File: src/rtl/data_mem_txn_capture_if.sv
// Bus bundle for the data-memory transaction capture block: capture-side inputs
// and the show-ahead FIFO head/status outputs.
interface data_mem_txn_capture_if #(
  parameter int unsigned ADDR_W  = 16,
  parameter int unsigned DATA_W  = 16,
  parameter int unsigned DEPTH   = 8,
  parameter int unsigned STAMP_W = 16
);
  localparam int unsigned LVL_W = $clog2(DEPTH) + 1;

  logic                complete_data;
  logic                Data_rd;
  logic [ADDR_W-1:0]   Data_addr;
  logic [DATA_W-1:0]   Data_din;
  logic [DATA_W-1:0]   Data_dout;
  logic                enable;
  logic                pop;
  logic                txn_valid;
  logic                txn_rd;
  logic [ADDR_W-1:0]   txn_addr;
  logic [DATA_W-1:0]   txn_data;
  logic [STAMP_W-1:0]  txn_stamp;
  logic [LVL_W-1:0]    level;
  logic                full;
  logic [15:0]         drop_cnt;

  modport master (
    output complete_data, Data_rd, Data_addr, Data_din, Data_dout, enable, pop,
    input  txn_valid, txn_rd, txn_addr, txn_data, txn_stamp, level, full, drop_cnt
  );

  modport slave (
    input  complete_data, Data_rd, Data_addr, Data_din, Data_dout, enable, pop,
    output txn_valid, txn_rd, txn_addr, txn_data, txn_stamp, level, full, drop_cnt
  );
endinterface

File: src/rtl/data_mem_txn_capture.sv
// Captures completed data-memory accesses (rising edge of complete_data) with a
// cycle stamp into a show-ahead FIFO; overflowing captures are counted and dropped.
module data_mem_txn_capture #(
  parameter int unsigned ADDR_W  = 16,
  parameter int unsigned DATA_W  = 16,
  parameter int unsigned DEPTH   = 8,
  parameter int unsigned STAMP_W = 16
) (
  input  logic                  clock,
  input  logic                  reset,
  data_mem_txn_capture_if.slave bus
);
  localparam int unsigned PTR_W = $clog2(DEPTH);
  localparam int unsigned LVL_W = PTR_W + 1;

  typedef struct packed {
    logic               rd;
    logic [ADDR_W-1:0]  addr;
    logic [DATA_W-1:0]  data;
    logic [STAMP_W-1:0] stamp;
  } entry_t;

  entry_t             mem [DEPTH];
  entry_t             head_q;
  logic               prev_q;
  logic [STAMP_W-1:0] stamp_q;
  logic [PTR_W-1:0]   wr_ptr_q;
  logic [PTR_W-1:0]   rd_ptr_q;
  logic [LVL_W-1:0]   level_q;
  logic [15:0]        drop_q;

  logic               full_c;
  logic               event_c;
  logic               pop_c;
  logic               push_c;
  logic               drop_c;
  entry_t             new_entry_c;
  entry_t             head_n_c;
  logic [PTR_W-1:0]   wr_ptr_n_c;
  logic [PTR_W-1:0]   rd_ptr_n_c;
  logic [LVL_W-1:0]   level_n_c;

  assign full_c  = (level_q == LVL_W'(DEPTH));
  assign event_c = bus.complete_data & ~prev_q & bus.enable;
  assign pop_c   = bus.pop & (level_q != '0);
  // A pop frees the slot in the same cycle, so a full FIFO still accepts the push.
  assign push_c  = event_c & (~full_c | pop_c);
  assign drop_c  = event_c & full_c & ~pop_c;

  // Next-state pointers, level and the registered head entry.
  always_comb begin
    new_entry_c       = '0;
    new_entry_c.rd    = bus.Data_rd;
    new_entry_c.addr  = bus.Data_addr;
    new_entry_c.data  = bus.Data_rd ? bus.Data_dout : bus.Data_din;
    new_entry_c.stamp = stamp_q;

    wr_ptr_n_c = wr_ptr_q;
    rd_ptr_n_c = rd_ptr_q;
    level_n_c  = level_q;
    if (push_c) wr_ptr_n_c = wr_ptr_q + PTR_W'(1);
    if (pop_c)  rd_ptr_n_c = rd_ptr_q + PTR_W'(1);
    if (push_c && !pop_c)      level_n_c = level_q + LVL_W'(1);
    else if (!push_c && pop_c) level_n_c = level_q - LVL_W'(1);

    // The entry being written this cycle becomes head when it lands at the new read pointer.
    head_n_c = '0;
    if (level_n_c != '0) begin
      if (push_c && (rd_ptr_n_c == wr_ptr_q)) head_n_c = new_entry_c;
      else                                    head_n_c = mem[rd_ptr_n_c];
    end
  end

  // Control and status registers.
  always_ff @(posedge clock) begin
    if (!reset) begin
      prev_q   <= 1'b0;
      stamp_q  <= '0;
      wr_ptr_q <= '0;
      rd_ptr_q <= '0;
      level_q  <= '0;
      drop_q   <= '0;
      head_q   <= '0;
    end else begin
      prev_q   <= bus.complete_data;
      stamp_q  <= stamp_q + STAMP_W'(1);
      wr_ptr_q <= wr_ptr_n_c;
      rd_ptr_q <= rd_ptr_n_c;
      level_q  <= level_n_c;
      head_q   <= head_n_c;
      if (drop_c && (drop_q != 16'hFFFF)) drop_q <= drop_q + 16'(1);
    end
  end

  // Entry storage.
  always_ff @(posedge clock) begin
    if (reset && push_c) mem[wr_ptr_q] <= new_entry_c;
  end

  assign bus.txn_valid = (level_q != '0);
  assign bus.full      = full_c;
  assign bus.level     = level_q;
  assign bus.drop_cnt  = drop_q;
  assign bus.txn_rd    = head_q.rd;
  assign bus.txn_addr  = head_q.addr;
  assign bus.txn_data  = head_q.data;
  assign bus.txn_stamp = head_q.stamp;
endmodule

File: src/flat_wrapper.sv
// flat-port wrapper written by rule: the top's interface ports become plain ports
module data_mem_txn_capture_flat 
#(
  parameter int unsigned ADDR_W  = 16,
  parameter int unsigned DATA_W  = 16,
  parameter int unsigned DEPTH   = 8,
  parameter int unsigned STAMP_W = 16
)
  (clock, reset, bus_complete_data, bus_Data_rd, bus_Data_addr, bus_Data_din, bus_Data_dout, bus_enable, bus_pop, bus_txn_valid, bus_txn_rd, bus_txn_addr, bus_txn_data, bus_txn_stamp, bus_level, bus_full, bus_drop_cnt);
  data_mem_txn_capture_if #(.ADDR_W(ADDR_W), .DATA_W(DATA_W), .DEPTH(DEPTH), .STAMP_W(STAMP_W)) bus_i ();
  input  logic clock;
  input  logic reset;
  input wire logic [$bits(bus_i.complete_data)-1:0] bus_complete_data;
  input wire logic [$bits(bus_i.Data_rd)-1:0] bus_Data_rd;
  input wire logic [$bits(bus_i.Data_addr)-1:0] bus_Data_addr;
  input wire logic [$bits(bus_i.Data_din)-1:0] bus_Data_din;
  input wire logic [$bits(bus_i.Data_dout)-1:0] bus_Data_dout;
  input wire logic [$bits(bus_i.enable)-1:0] bus_enable;
  input wire logic [$bits(bus_i.pop)-1:0] bus_pop;
  output wire logic [$bits(bus_i.txn_valid)-1:0] bus_txn_valid;
  output wire logic [$bits(bus_i.txn_rd)-1:0] bus_txn_rd;
  output wire logic [$bits(bus_i.txn_addr)-1:0] bus_txn_addr;
  output wire logic [$bits(bus_i.txn_data)-1:0] bus_txn_data;
  output wire logic [$bits(bus_i.txn_stamp)-1:0] bus_txn_stamp;
  output wire logic [$bits(bus_i.level)-1:0] bus_level;
  output wire logic [$bits(bus_i.full)-1:0] bus_full;
  output wire logic [$bits(bus_i.drop_cnt)-1:0] bus_drop_cnt;
  assign bus_i.complete_data = bus_complete_data;
  assign bus_i.Data_rd = bus_Data_rd;
  assign bus_i.Data_addr = bus_Data_addr;
  assign bus_i.Data_din = bus_Data_din;
  assign bus_i.Data_dout = bus_Data_dout;
  assign bus_i.enable = bus_enable;
  assign bus_i.pop = bus_pop;
  assign bus_txn_valid = bus_i.txn_valid;
  assign bus_txn_rd = bus_i.txn_rd;
  assign bus_txn_addr = bus_i.txn_addr;
  assign bus_txn_data = bus_i.txn_data;
  assign bus_txn_stamp = bus_i.txn_stamp;
  assign bus_level = bus_i.level;
  assign bus_full = bus_i.full;
  assign bus_drop_cnt = bus_i.drop_cnt;
  data_mem_txn_capture #(.ADDR_W(ADDR_W), .DATA_W(DATA_W), .DEPTH(DEPTH), .STAMP_W(STAMP_W)) u_core (.clock(clock), .reset(reset), .bus(bus_i));
endmodule
File: config.mk
export PLATFORM = sky130hd
export DESIGN_NAME = data_mem_txn_capture_flat
export DESIGN_NICKNAME = d
export VERILOG_FILES = /design/src/rtl/data_mem_txn_capture_if.sv /design/src/rtl/data_mem_txn_capture.sv /design/src/flat_wrapper.sv
export SDC_FILE = /design/constraint.sdc
export NUM_CORES = 1
export LEC_CHECK = 0
export ABC_CLOCK_PERIOD_IN_PS = 10900
export CORE_ASPECT_RATIO = 0.9
export CORE_UTILIZATION = 57
export DETAILED_ROUTE_END_ITERATION = 8
export MAX_ROUTING_LAYER = met4
export PLACE_DENSITY = 0.85
export REMOVE_ABC_BUFFERS = 1
export SLEW_MARGIN = 20
export SYNTH_ARGS = -nofsm -noshare
export SYNTH_HDL_FRONTEND = slang
export SYNTH_SLANG_ARGS = --single-unit
File: constraint.sdc
create_clock -name clock -period 10.9 [get_ports clock]
set_input_delay 2.18 -clock clock [delete_from_list [all_inputs] [get_ports clock]]
set_output_delay 2.18 -clock clock [all_outputs]
set_load 0.02 [all_outputs]
======== Word-level counts from Yosys, hierarchy flattened ========
Memory sizes are Yosys's and may differ from the RTL's. A register that Yosys moved wholly into a read port is not among the register bits.
Cells that the tools add are included.
word-level totals
  flip-flop bits (word level) ............. 43
  RAM bits ................................ 392
  bits of input ports ..................... 54
  output and inout bits ................... 71
  logic and storage cells ................. 41
  memories kept ........................... 1
memories
  name        depth  bits a word  rd ports  clocked after memory_dff  wr ports  RTL line                    RTL
  u_core.mem  8      49           1         1                         1         data_mem_txn_capture.sv:23  entry_t mem [DEPTH];
cells by class
  add/sub/neg operators ................... 6
  eq/ne operators ......................... 2
  multiplexer cells ....................... 6
  bitwise gates (word level) .............. 10
  reduce and logical (&&, ||, !) cells .... 10
operator list
  cell                                                                number
  16-bit by 1-bit adder with 16-bit output, second input constant     2
  16-bit 2-to-1 mux                                                   1
  16-bit != test, second input constant                               1
  4-bit 2-to-1 mux                                                    2
  4-bit nonzero test                                                  2
  3-bit by 1-bit adder with 3-bit output, second input constant       2
  1-bit bitwise AND                                                   6
  4-bit by 1-bit adder with 4-bit output, second input constant       1
  4-bit == test, second input constant                                1
  1-bit logical AND                                                   4
  4-bit by 1-bit subtractor with 4-bit output, second input constant  1
  1-bit logical NOT                                                   3
  3-bit 2-to-1 mux                                                    1
  1-bit inverter                                                      3
  1-bit 2-to-1 mux                                                    2
  2-bit AND reduction                                                 1
  1-bit bitwise OR                                                    1

======== Longest topological paths before layout ========
Gate-level depths: netlist of run 1.
  depth after elaboration ................. 11
  depth in mapped cells ................... 13
  gate-level depth less buffers ........... 8

======== Least setup slack after synthesis of run 1 ========
OpenSTA, ideal clock, no wires.
  path kind ............................... input port to flip-flop
  start point ............................. input bus_enable
  end point ............................... memory u_core.mem[0][0] (netlist name), enable pin
  arrival time ............................ 7.598 ns
  required time ........................... 10.323 ns
  slack ................................... 2.725 ns
  stages on the path ...................... 4
  path buffers ............................ 0
  path through ............................ nand3b_1 > nor2_1 > nand2_1 > nor4_1
on the way
  word-level cells in the longest chain between the ends .. 5
RTL lines
  item                                    RTL line                    RTL
  from (decl)                             flat_wrapper.sv:18          input wire logic [$bits(bus_i.enable)-1:0] bus_enable;
  1-bit bitwise AND                       data_mem_txn_capture.sv:44  assign event_c = bus.complete_data & ~prev_q & bus.enable;
  1-bit bitwise AND                       data_mem_txn_capture.sv:47  assign push_c = event_c & (~full_c | pop_c);
  1-bit logical AND                       data_mem_txn_capture.sv:97  if (reset && push_c) mem[wr_ptr_q] <= new_entry_c;
  1-bit 2-to-1 mux                        data_mem_txn_capture.sv:97
  1-bit 2-to-1 mux (implied by the code)  data_mem_txn_capture.sv:97
  to (decl)                               data_mem_txn_capture.sv:23
Every way passes these cells.

======== Final worst setup path of run 1 ========
  start point ............................. register u_core.level_q[1], in the netlist u_core.bus.level[1]
  end point ............................... output bus_txn_valid
on the way
  word-level cells in the longest chain between the ends .. 1
RTL lines
  item                    RTL line                     RTL
  from (decl)             data_mem_txn_capture.sv:29   logic [LVL_W-1:0] level_q;
  from (signal assigned)  data_mem_txn_capture.sv:89   level_q <= level_n_c;
  4-bit nonzero test      data_mem_txn_capture.sv:100  assign bus.txn_valid = (level_q != '0);
  to (decl)               flat_wrapper.sv:20           output wire logic [$bits(bus_i.txn_valid)-1:0] bus_txn_valid;
Every way passes these cells.

==> results of run 1 <==
-- through the flow --
step	cell area [sq um]	power, W	hold WS, ns
after floorplan	22300	0.00399	0.496
after global placement	24500	0.00431	0.522
after detailed placement	24500	0.00439	0.554
after CTS	26100	0.00606	0.575
after global routing	26100	0.00634	0.600
final	26100	0.00606	0.564
-- power by group through the flow --
stage	combinational (W)	clock (W)	sequential, W
5_1_grt	0.00241	0.00176	0.00217
6_report	0.00223	0.00167	0.00216
3_5_place_dp	0.00219	0	0.00220
2_1_floorplan	0.00169	0	0.00230
4_1_cts	0.00221	0.00168	0.00216
3_3_place_gp	0.00211	0	0.00220
-- placed cells by master, fill, tap and decap left out, types with 5 or more instances in the layout --
master | synthesis | layout
xnor2_1 | 15 | 15
a221oi_1 | 48 | 48
o21ai_0 | 50 | 50
clkdlybuf4s50_1 | 0 | 123
nand2_1 | 14 | 12
xor2_1 | 19 | 19
ha_1 | 6 | 5
a21oi_1 | 98 | 98
o32ai_1 | 49 | 49
buf_4 | 1 | 27
nor2b_1 | 194 | 194
mux2_2 | 64 | 64
and3_1 | 6 | 6
nand4_1 | 9 | 9
mux2i_1 | 152 | 152
clkbuf_1 | 127 | 17
inv_1 | 7 | 7
edfxtp_1 | 392 | 392
clkbuf_16 | 0 | 51
nand3_1 | 63 | 63
nor2_1 | 94 | 90
clkinv_2 | 0 | 9
a211oi_1 | 211 | 211
a211oi_2 | 30 | 30
dfxtp_1 | 92 | 91
clkbuf_8 | 0 | 8
and2_1 | 7 | 6
-- worst register-to-register path, delay by kind of cell (launching register included) --
family / cells / cell delay, ns
flops: 1 / 1.07
simple gates: 1 / 0.09
compound gates: 4 / 0.72
mux: 1 / 0.27
fa+ha+maj: 1 / 0.83
buf+inv: 2 / 1.50
-- cell type report --
type                            count  area [sq um]  area share (%)
Tap cell                          532           666            2.55
Multi-Input combinational cell   1174          8750            33.5
Clock buffer                       76          1450            5.55
Inverter                            7          26.3           0.100
Sequential cell                   484         13600            52.1
Clock inverter                     16           159           0.608
Timing Repair Buffer              153          1480            5.66
-- flip-flops by register name (all words and copies together), names as in the netlist --
signal,cells
u_core.wr_ptr_q,3
u_core.bus.txn_stamp,16
u_core.bus.txn_rd,1
u_core.prev_q,1
u_core.bus.txn_addr,16
u_core.bus.level,4
u_core.stamp_q,16
u_core.mem,392
u_core.bus.drop_cnt,16
u_core.bus.txn_data,16
u_core.rd_ptr_q,3
-- kinds of logic after synthesis --
family	after synthesis	share of synthesized area, %
AO/OA/AOI/OAI	498	16.0
multiplexers	220	10.2
AND/OR/NAND/NOR	415	9.89
flip-flops	484	59.3
buffers and inverters	168	2.95
adder cells (fa/ha/maj)	6	0.327
XOR/XNOR	35	1.40
-- worst min path at each step --
stage | start | depth (start not counted) | end | slack (ns)
2_1_floorplan | u_core.stamp_q[0]$_SDFF_PN0_ | 1 | u_core.stamp_q[0]$_SDFF_PN0_ | 0.50
3_3_place_gp | u_core.bus.drop_cnt[9]$_SDFFE_PN0P_ | 2 | u_core.bus.drop_cnt[9]$_SDFFE_PN0P_ | 0.52
3_5_place_dp | u_core.bus.drop_cnt[9]$_SDFFE_PN0P_ | 2 | u_core.bus.drop_cnt[9]$_SDFFE_PN0P_ | 0.55
4_1_cts | u_core.bus.drop_cnt[9]$_SDFFE_PN0P_ | 2 | u_core.bus.drop_cnt[9]$_SDFFE_PN0P_ | 0.57
5_1_grt | u_core.bus.drop_cnt[15]$_SDFFE_PN0P_ | 2 | u_core.bus.drop_cnt[15]$_SDFFE_PN0P_ | 0.60
6_report | u_core.bus.drop_cnt[9]$_SDFFE_PN0P_ | 2 | u_core.bus.drop_cnt[9]$_SDFFE_PN0P_ | 0.56
-- per-layer routing --
| layer | up-vias | track usage (%) | share of wire [%] |
|---|---|---|---|
| li1 | 7218 | - | - |
| met1 | 7852 | 34.8 | 39 |
| met2 | 861 | 44.8 | 49 |
| met3 | 152 | 4.46 | 9.0 |
| met4 | 0 | 11.0 | 3.2 |
| met5 | - | - | 0 |
==> results.txt, run 1 <==
The first detailed-routing pass took 6 iterations. After legalization and detailed placement, the total HPWL measured 29.1 mm. The cts-stage hold buffer count is 0. The global-route wire length before repair came out at 85.4 mm. The worst setup path is captured at an output pin. The synthesized area per cell is 12.6 sq um. The slowest stage of the critical path belongs to the cell clkdlybuf4s50_1. Setup repair after global routing left no endpoint under its margin. The highest fanout seen on the critical path is 33. The setup slack of the worst register-to-register path came out at 6.29 ns. The switching share of power is 35.6%. The global route total overflow came out at 0.

No sink is reached through more buffers than the 3 on the longest clock path. In this run, the clock network consumes 27.5% of the power. The overall die width is 214 um. The final cell count without fillers is 2442. The number of gates resized after CTS is 0. The total wire length after detailed routing is 55.4 mm. The critical path crosses 6 cells after its start point.

Of the available clock period, the critical path in the final layout requires 49.3%. The die covers 41100 sq um. TritonCTS built the clock tree. The area of the mapped netlist is 22900 sq um.

The power density over the cells came out at 232 nW/um^2. The number of DRC violations after detailed routing came out at 0. The required time of the critical path is 8.72 ns. The fmax came out at 186 MHz. The minimum setup slack in the final design is 5.53 ns. In this run the tightest slew margin relative to its limit is 25.3%. The leakage power is 8.13 nW. In the routed layout, each cell is associated on average with a via count of 6.59. The portion of synthesized cell area occupied by the leading cell type is 51.3%. The post-placement worst setup slack is 5.13 ns. The later-pin clock latency in the skew report is 0.57 ns. The number of buffers added by the clock tree synthesis step came out at 49. Cells fill 66.1% of the core in the end. The number of hold-slack violations in the final timing report is 0. The y dimension of the die came out at 192 um. The synthesis-to-finish area growth came out at 13.9%.

The final critical path time including I/O delays and setup is 5.37 ns. The starting DRC count in detailed routing is 1818. Across the run, the number of max-cap violations was 0. The switching component of the power came out at 0.00216 W.

During I/O placement, the number of pins put on the boundary was 125. The cell count after synthesis came out at 1826. The data arrival time at the worst-slack endpoint is 3.19 ns.

The flow ran to the end, and the final reports show no timing, DRC or antenna violations. The floorplan has 69 rows. The effective utilization at floorplan is 58.0%. The placeable core area is 39500 sq um. Traced cell by cell, the critical path runs through inv_1 -> ha_1 -> or3b_2 -> buf_4 -> buf_4 -> clkdlybuf4s50_1. The clock tree synthesis step divided the H-tree into 2 levels. In this run the critical register-to-register path is launched from u_core.rd_ptr_q[1]$_SDFF_PN0_. The final routed wire length divided by cell count is 22.7 um. The clock-pin slew reported for the worst setup and hold paths after clock tree synthesis came out at 0.06 ns. At the end of routability-driven placement, the weighted congestion stood at 0.807. The element type at the critical path start is a flip-flop. The number of input and output port buffers inserted is 124.

The cell family contributing the most delay on the critical path is buffers and inverters. For this run, the slowest stage of the critical path takes 0.67 ns. The register bit count reported by yosys is 484. The number of fill cells came out at 2732. Sorting the synthesized cells by area gives the leading types as edfxtp_1 51%, dfxtp_1 8.0%, a211oi_1 6.9%. The number of antenna violations at the first check in global routing came out at 0. The worst setup path is of the reg2out kind. The number of vias in the routed layout came out at 16100.

The async set-or-reset flop fraction in the synthesized netlist came out at 0%. In this design, the critical path's most frequently occurring cell is buf_4. The count of flip-flops with a built-in enable after synthesis is 392.

The share of layout cells above drive strength 1 came out at 11.6%. In this run the critical register-to-register path is captured at u_core.bus.txn_addr[14]$_SDFF_PN0_. After synthesis, flip-flops and latches occupy 59.3% of the total area.

The count of buffers added by post-CTS timing repair for setup came out at 0. The post-route setup TNS came out at 0 ns. In this run the remaining antenna-violating nets after routing total 0.

The number of global-route vias before repair is 15900. The cell accounting for the most synthesized area is edfxtp_1. The number of different library cells used by synthesis comes to 49. The number of nets in the layout is 1929.

The measured slew at the worst slew-check pin is 1.12 ns. The critical path ends at bus_txn_valid. Setup violations remaining at the end of the flow were counted as 0. The number of buffers and inverters on the critical path is 4. The most critical setup path has its startpoint at u_core.bus.level[1]$_SDFF_PN0_.

The maximum resistive drop on vdd came out at 0.224 mV. The proportion of power drawn by combinational gates came out at 36.8%. The final antenna diode count is 0. The worst reg-to-reg path cell count came out at 9.

The synthesis warning total came out at 0. Registers are responsible for 35.7% of the overall power. The instance count after placement with tap cells included came out at 2350. The path class of the tightest hold or removal check is reg2reg. The internal portion of the total power is 0.00390 W. The commonest cells after synthesis are 392 x edfxtp_1, 211 x a211oi_1, 194 x nor2b_1, 152 x mux2i_1, 127 x clkbuf_1. The most used standard cell by instance count after synthesis is edfxtp_1.

Clock tree synthesis found a total of 484 sinks. The worst clock skew is 0.0189 ns. The pin count of the biggest net entering global routing came out at 198. The number of pins exceeding their max-slew limit in the final report is 0.

Across every metal layer, demand over resource in global routing totals 27.6%. The root cell of the clock tree is clkbuf_16. For this run, the leading register cell type out of synthesis is edfxtp_1.
Note: power is estimated with default switching activity, not from simulation.
==> run 2: changes to the inputs <==
ABC_CLOCK_PERIOD_IN_PS = 4500   (was 10900)
CORE_UTILIZATION = 54   (was 57)
clock period = 4.5 ns   (was 10.9 ns; I/O delays follow)
==> results.txt, run 2 (synthesized netlist as in run 1, its figures left out) <==
The final cell count without fillers is 2458 (+0.66%). In the layout the commonest cells are 392 x edfxtp_1, 211 x a211oi_1, 194 x nor2b_1. The number of DRC violations after detailed routing is 0 (unchanged). The final antenna diode count came to 0 (unchanged). The register bank with the most flops is u_core.mem. The share of layout cells above drive strength 1 is 11.7% (+0.099 points). The worst setup path is launched from a flip-flop. The flip-flop count of the largest register after layout is 392 (unchanged). The pin count of the biggest net entering global routing came out at 175 (-12%).

The proportion of power drawn by combinational gates is 37.2% (+0.4 points). The signal on the critical path passes through inv_1 -> ha_1 -> or3b_4 -> a311oi_4 -> or2b_2 -> buf_4 -> o32ai_1 -> a221oi_1 -> a211oi_1. The number of buffers added by the clock tree synthesis step is 49 (unchanged). The final routed wire length divided by cell count came out at 22.8 um (+0.57%).

The cell row count is 71 (+2.9%). The data arrival time at the worst-slack endpoint is 4.40 ns (+1.21 ns). The commonest non-fill, non-tap cell in the layout is edfxtp_1.

On the critical path, the stage with the largest delay is an instance of or2b_2. The leakage power is 8.18 nW (+0.53%). The setup path with the least slack is of type reg2reg.

The deepest clock path buffer count came out at 3 (unchanged). The number of input and output port buffers inserted came out at 124 (unchanged). The run finished with clean final reports.

The switching share of power was 35.9% (+0.34 points). TritonCTS built the clock tree. The total die area is 43300 sq um (+5.5%). The total iterations of the first detailed-routing run came to 7 (+1). The setup-violating endpoint count in the final report is 0 (unchanged).

The critical path endpoint category is a flip-flop. Setup repair after global routing left no endpoint under its margin. The global-route wire length before repair is 86.8 mm (+1.7%).

The power density over the cells came out at 564 nW/um^2 (+140%). The relative slew slack came to 29.0% (+3.6 points). The total wire length after detailed routing was 56.0 mm (+1.2%).

The placeable core area came out at 41800 sq um (+5.8%). The number of gates resized after CTS is 0 (unchanged). The count of buffers added by post-CTS timing repair for setup is 0 (unchanged). The total global-route track usage was 26.6% (-1.0 points). The clock sink total came out at 484 (unchanged). The delay contributed by the slowest stage of the critical path came out at 0.72 ns (+0.05 ns).

The starting DRC count in detailed routing is 1951 (+7.3%). The synthesis-to-finish area growth is 14.6%. The post-placement worst setup slack came to 0.686 ns (-4.44 ns). The part of the power in registers came out at 35.2% (-0.5 points). The later-pin clock latency in the skew report came to 0.60 ns (+0.03 ns). The fmax is 257 MHz. The minimum setup slack in the final design is 0.604 ns (-4.92 ns). The number of vias per cell after detailed routing is 6.60 (+0.15%). The cts-stage hold buffer count came out at 0 (unchanged).

The number of hold-slack violations in the final timing report is 0 (unchanged). The number of global-route vias before repair came out at 16200 (+2.3%). The maximum resistive drop on vdd came out at 0.583 mV (+160%).

The clock-pin slew reported for the worst setup and hold paths after clock tree synthesis came out at 0.06 ns (about the same). CTS placed an instance of clkbuf_16 at the clock tree root. The number of fill cells came out at 2897 (+6.0%). The proportion of power drawn by the clock network is 27.6% (about the same). The cell-internal power came out at 0.00950 W (+140%). The number of pins exceeding their max-slew limit in the final report came out at 0 (unchanged).

The highest fanout seen on the critical path was 33 (unchanged). The measured slew at the worst slew-check pin came out at 1.07 ns (-0.0544 ns). The switching component of the power came out at 0.00533 W (+150%). The number of top-level design ports was 125 (unchanged).

The number of vias in the routed layout is 16200 (+0.80%). The final worst-path cycle share came out at 86.6%. In this run the worst hold path is classified as reg2reg.

The max capacitance violation total came out at 0 (unchanged). The number of nets in the layout came out at 1931 (+0.10%). The instance count after placement with tap cells included came out at 2367 (+0.72%).

The global route total overflow is 0 (unchanged). The number of antenna violations at the first check in global routing came to 0 (unchanged). The CTS H-tree depth was 2 (unchanged). The detailed-placement wirelength estimate is 29.9 mm (+2.8%). The routability congestion estimate from global placement was 0.744 (-7.8%). The effective utilization at floorplan came out at 54.8% (-3.2 points). The post-detailed-route count of antenna-violating nets came out at 0 (unchanged).

The required time of the critical path came out at 5.00 ns (-3.72 ns). The y dimension of the die is 198 um (+2.7%). The worst clock skew came out at 0.0223 ns (+0.00338 ns). The overall die width is 219 um (+2.7%). The final critical path time including I/O delays and setup is 3.90 ns.
## run 2: metrics by stage
stage | hold slack (ns) | utilization [%] | setup TNS [ns] | power [W] | area [sq um]
4_1_cts | 0.563 | 62.9 | 0 | 0.0148 | 26300
3_5_place_dp | 0.548 | 59.0 | 0 | 0.0107 | 24700
6_report | 0.559 | 62.9 | 0 | 0.0148 | 26300
3_3_place_gp | 0.517 | 59.0 | 0 | 0.0105 | 24700
5_1_grt | 0.582 | 62.9 | 0 | 0.0155 | 26300
2_1_floorplan | 0.496 | - | -873.60 | 0.00890 | 22300
## run 2: path summary, 6_finish.rpt
path / start / to / slack, ns / cells after the start
hold / removal: u_core.bus.drop_cnt[9]$_SDFFE_PN0P_ / u_core.bus.drop_cnt[9]$_SDFFE_PN0P_ / 0.56 / 2
hold reg to reg: u_core.bus.drop_cnt[9]$_SDFFE_PN0P_ / u_core.bus.drop_cnt[9]$_SDFFE_PN0P_ / 0.56 / 2
setup / recovery: u_core.bus.level[1]$_SDFF_PN0_ / u_core.bus.txn_addr[10]$_SDFF_PN0_ / 0.60 / 9
setup reg to reg: u_core.bus.level[1]$_SDFF_PN0_ / u_core.bus.txn_addr[10]$_SDFF_PN0_ / 0.60 / 9
## run 2: area by class of cell
class,count,area (sq um),share of cell area [%]
clock inverter,27,259,0.984
inverter,7,26.3,0.0999
tap,547,684,2.60
clock buffer,64,1370,5.22
timing repair buffer,155,1590,6.04
multi-input combinational,1174,8760,33.3
sequential,484,13600,51.8
## run 2: metal layers
metal / share of wire (%) / GRT usage, % / vias to the layer above / wire length [um]
met5: 0 / - / - / 0
met4: 3.0 / 11.0 / 0 / 1660
met3: 8.5 / 4.14 / 147 / 4770
met2: 48 / 42.6 / 797 / 27100
met1: 40 / 33.8 / 8054 / 22500
li1: - / - / 7214 / -
## run 2: critical path: cells and delay by family, from the launching register on
kind | cells | cell delay, ns
flops | 1 | 0.34
simple gates | 2 | 1.32
compound gates | 4 | 1.27
fa+ha+maj | 1 | 0.34
buf+inv | 2 | 0.54
## run 2: power groups by stage
stage	Clock [W]	Combinational (W)	Sequential (W)
floorplan	0	0.00337	0.00553
global placement	0	0.00516	0.00530
detailed placement	0	0.00540	0.00531
CTS	0.00413	0.00545	0.00522
global route	0.00432	0.00594	0.00523
finish	0.00409	0.00552	0.00522
==> run 3: changes to the inputs <==
CTS_CLUSTER_SIZE = 25   (was default)
==> results of run 3 <==
Same layout as run 2: the final DEF is identical, and so are final timing and power.
